**config.mk**
```make
export PLATFORM = sky130hd
export DESIGN_NAME = univ_shift_reg
export DESIGN_NICKNAME = d
export VERILOG_FILES = /design/src/rtl/univ_shift_reg.sv
export SDC_FILE = /design/constraint.sdc
export NUM_CORES = 1
export LEC_CHECK = 0
export ABC_AREA = 1
export CORE_MARGIN = 3
export CORE_UTILIZATION = 30
export DETAILED_ROUTE_END_ITERATION = 6
export GPL_ROUTABILITY_DRIVEN = 0
export PLACE_DENSITY = 0.76
export SLEW_MARGIN = 5
export SYNTH_ARGS = -nofsm -noshare
export SYNTH_HDL_FRONTEND = slang
export SYNTH_SLANG_ARGS = --single-unit
export TNS_END_PERCENT = 1
```
**constraint.sdc**
```tcl
create_clock -name clk -period 0.8 [get_ports clk]
set_clock_uncertainty 0.05 [all_clocks]
set_input_delay 0.08 -clock clk [delete_from_list [all_inputs] [get_ports clk]]
set_output_delay 0.08 -clock clk [all_outputs]
set_load 0.02 [all_outputs]
```
**src/rtl/univ_shift_reg.sv**
```systemverilog
// Universal shift register: bidirectional serial shift, parallel load, enable/hold,
// and a frame counter that pulses frame_done after every WIDTH completed shifts.
module univ_shift_reg #(
  parameter int WIDTH = 4,
  parameter int CNT_W = $clog2(WIDTH)
) (
  input  logic             clk,
  input  logic             rst,
  input  logic             en,
  input  logic [1:0]       mode,
  input  logic             sin_r,
  input  logic             sin_l,
  input  logic [WIDTH-1:0] pin,
  output logic [WIDTH-1:0] q,
  output logic             sout_r,
  output logic             sout_l,
  output logic [CNT_W-1:0] shift_cnt,
  output logic             frame_done
);

  localparam logic [1:0] MODE_HOLD  = 2'b00;
  localparam logic [1:0] MODE_RIGHT = 2'b01;
  localparam logic [1:0] MODE_LEFT  = 2'b10;
  localparam logic [1:0] MODE_LOAD  = 2'b11;

  localparam logic [CNT_W-1:0] CNT_LAST = CNT_W'(WIDTH - 1);

  logic [WIDTH-1:0] q_p0;
  logic [CNT_W-1:0] cnt_p0;
  logic             vld_p0;

  function automatic logic [WIDTH-1:0] shift_right(input logic [WIDTH-1:0] v,
                                                   input logic s);
    return {s, v[WIDTH-1:1]};
  endfunction

  function automatic logic [WIDTH-1:0] shift_left(input logic [WIDTH-1:0] v,
                                                  input logic s);
    return {v[WIDTH-2:0], s};
  endfunction

  // The frame wraps on an explicit compare so non-power-of-two widths count 0..WIDTH-1.
  function automatic logic [CNT_W-1:0] next_cnt(input logic [CNT_W-1:0] c);
    return (c == CNT_LAST) ? '0 : c + CNT_W'(1);
  endfunction

  // Stage p0: register contents, frame position and frame-complete pulse
  always_ff @(posedge clk) begin
    if (rst) begin
      q_p0   <= '0;
      cnt_p0 <= '0;
      vld_p0 <= 1'b0;
    end else if (!en) begin
      vld_p0 <= 1'b0;
    end else begin
      case (mode)
        MODE_RIGHT: begin
          q_p0   <= shift_right(q_p0, sin_r);
          cnt_p0 <= next_cnt(cnt_p0);
          vld_p0 <= (cnt_p0 == CNT_LAST);
        end
        MODE_LEFT: begin
          q_p0   <= shift_left(q_p0, sin_l);
          cnt_p0 <= next_cnt(cnt_p0);
          vld_p0 <= (cnt_p0 == CNT_LAST);
        end
        MODE_LOAD: begin
          q_p0   <= pin;
          cnt_p0 <= '0;
          vld_p0 <= 1'b0;
        end
        default: begin
          vld_p0 <= 1'b0;
        end
      endcase
    end
  end

  assign q          = q_p0;
  assign sout_r     = q_p0[0];
  assign sout_l     = q_p0[WIDTH-1];
  assign shift_cnt  = cnt_p0;
  assign frame_done = vld_p0;

endmodule

```
==> flow_summary.ini <==
[run_status]
outcome = finished, violations left
violations = setup timing

[clock_tree]
clk_pin_slew_ns = 0.06
post-cts-setup-buffers = 0
cts-root-buf = clkbuf_4
htreeDepth = 1
cts_hold_buf = 0
clock_path_buffers = 2
cts_made_buffers = 3
cts_sinks = 7
cts_tree = done
insertion_delay_ns = 0.26

[logic_synthesis]
syn_inst = 65
synth_seq_cells = 7
synth_edf_count = 0
synth_area_per_cell_sq_um = 6.64
ys_async_sr_fraction = 0
synth-xor-area-share = 0
synth_top_area_cell = dfxtp_1
yosys_warnings = 0
synthFlopType = dfxtp_1
yosys.area_share.simple = 0.359
synth_area_leaders = dfxtp_1, nand2_1, nor2_1
synth_cell_types = 11
synth_top_area_share = 0.325
synth_top_family_by_area = simple AND/OR/NAND/NOR gates
synth_compound_area_frac = 0.0696
synth_nets = 80
netlist_area_sq_um = 432
synthAdderAreaFrac = 0.116
synthMuxAreaShare = 0
yosysSeqAreaShare = 0.325
netlist_top_cells_count = nand2_1, nor2_1, inv_1

[power_and_ir_drop]
ir_drop_mv = 0.805
p_leak_nw = 0.368
p_sw_mw = 0.345
power_density_nw_per_um2 = 1340
p_seq_frac = 0.354
p_int_mw = 0.750
combPwrFrac = 0.335
switching_share = 0.315
clkPwrFrac = 0.311

[grt]
grt_pass1_vias = 484
grt_start_max_net_pins = 6
antenna_found_initial = 0
groute.usage.overall = 0.145
grt_overflow = 0
grt_pass1_wl_mm = 2.04

[worst_setup_path]
cp_data_required_time_ns = 0.94
end_kind = register
worstPathMaxFanout = 2
crit_family = flip-flops
worstSetupPathType = reg -> reg
reg2reg_slack_ns = -0.23
cp.arrival_ns = 1.17
cpPeakStageDelay_ns = 0.34
crit_slowest_cell = dfxtp_4
critPathBufInv = 1
cp-start-kind = register
crit_chain = buf_6 -> ha_4 -> nor2_4 -> nand3_2 -> a21oi_2

[layout]
area_growth_pct = 88.7
final_util = 0.618
nets = 112
drive_gt1_frac = 0.479
diodes = 0
final_cells = 111

[route]
drt-initial-drc-count = 7
drc_errors = 0
firstDrtPassIters = 7
vias = 501
routed_wirelength_mm = 1.26
avgRoutedWirePerCell_microns = 11.4
ant_nets = 0
via_per_inst = 4.51

[timing]
maxSlewHeadroom = 0.892
setup_viol = 16
rsz0062_at_grt = true
timing.fmax_mhz = 975
slew_violations = 0
tightest_slew_ns = 0.161
hold_viol_final = 0
setup_ws_ns = -0.226
final.setup.tns_ns = -1.27
fin_crit_sh = 1.28
finalCriticalPeriod_ns = 1.03
hold_slack_ns = 0.272

[run]
cap_violations = 0

[floorplanning]
rows = 13
start_util = 0.328
dieArea_sq_um = 1930
dieHeight_microns = 43.9
core_sq_um = 1320
die_w_microns = 43.9
pin_count = 20

[placed_design]
numPortBuffers = 19
dp_hpwl_microns = 845
post-place-ws_ns = -0.709
dpl.cell_count = 106

[worst_hold_path]
hp-class = in -> reg
## stage by stage
stage	instance area [sq um]	total power, mW
4_1_cts	788	1.08
3_5_place_dp	713	0.710
6_report	815	1.09
5_1_grt	815	1.17
3_3_place_gp	713	0.704
2_1_floorplan	452	0.545
## sequential cells by signal, summed over array words and instances (netlist names)
name / count
q: 4
frame_done: 1
shift_cnt: 2
## final timing paths
path | from | to | cells after the start
worst max-delay path | shift_cnt[1]$_SDFFE_PP0P_ | shift_cnt[0]$_SDFFE_PP0P_ | 5
worst min-delay path | mode[0] | frame_done$_SDFF_PP0_ | 5
worst max register to register | shift_cnt[1]$_SDFFE_PP0P_ | shift_cnt[0]$_SDFFE_PP0P_ | 5
worst min register to register | shift_cnt[1]$_SDFFE_PP0P_ | shift_cnt[1]$_SDFFE_PP0P_ | 3
## placed cells by master, fill, tap and decap left out, drive strengths merged
master | netlist | final
buf | 2 | 18
clkdlybuf4s50 | 0 | 7
a21oi | 2 | 2
nand2 | 14 | 14
dlygate4sd2 | 0 | 1
inv | 11 | 11
o21ai | 4 | 4
nand3 | 6 | 6
clkbuf | 0 | 6
dfxtp | 7 | 7
nor2 | 15 | 16
ha | 4 | 4
## power by group through the flow
stage	Combinational (mW)	Sequential (mW)	Clock, mW
after floorplan	0.123	0.422	0
after global placement	0.317	0.387	0
after detailed placement	0.322	0.387	0
after CTS	0.341	0.387	0.356
after global routing	0.401	0.389	0.383
final	0.367	0.387	0.340
## timing repair
action	in CTS	in global routing
pin swaps	6	6
endpoints found under the setup margin	16	16
resized for setup	67	11
gates cloned	1	0
## tightest hold or removal path, delay by kind of cell
family,cells,cell delay [ns]
simple gates,2,0.11
buf+inv,2,0.22
fa+ha+maj,1,0.13
## layout make-up
type	instances	area, sq um
Clock buffer	4	26.3
Multi-Input combinational cell	46	327
Timing Repair Buffer	28	248
Fill cell	124	503
Tap cell	15	18.8
Sequential cell	7	154
Inverter	11	41.3
## cell families after synthesis
kind of cell / after synthesis
AND/OR/NAND/NOR: 35
buffers and inverters: 13
flip-flops: 7
AO/OA/AOI/OAI: 6
adder cells (fa/ha/maj): 4
## per-layer routing
| layer | vias to the layer above | GRT usage | routed length (microns) |
|---|---|---|---|
| met2 | 18 | 0.244 | 694 |
| met4 | 0 | 0.0602 | 14 |
| met1 | 219 | 0.153 | 473 |
| met5 | - | 0 | 0 |
| met3 | 3 | 0.0664 | 80 |
| li1 | 261 | - | - |
No activity file was read; power rests on OpenSTA's default activity.
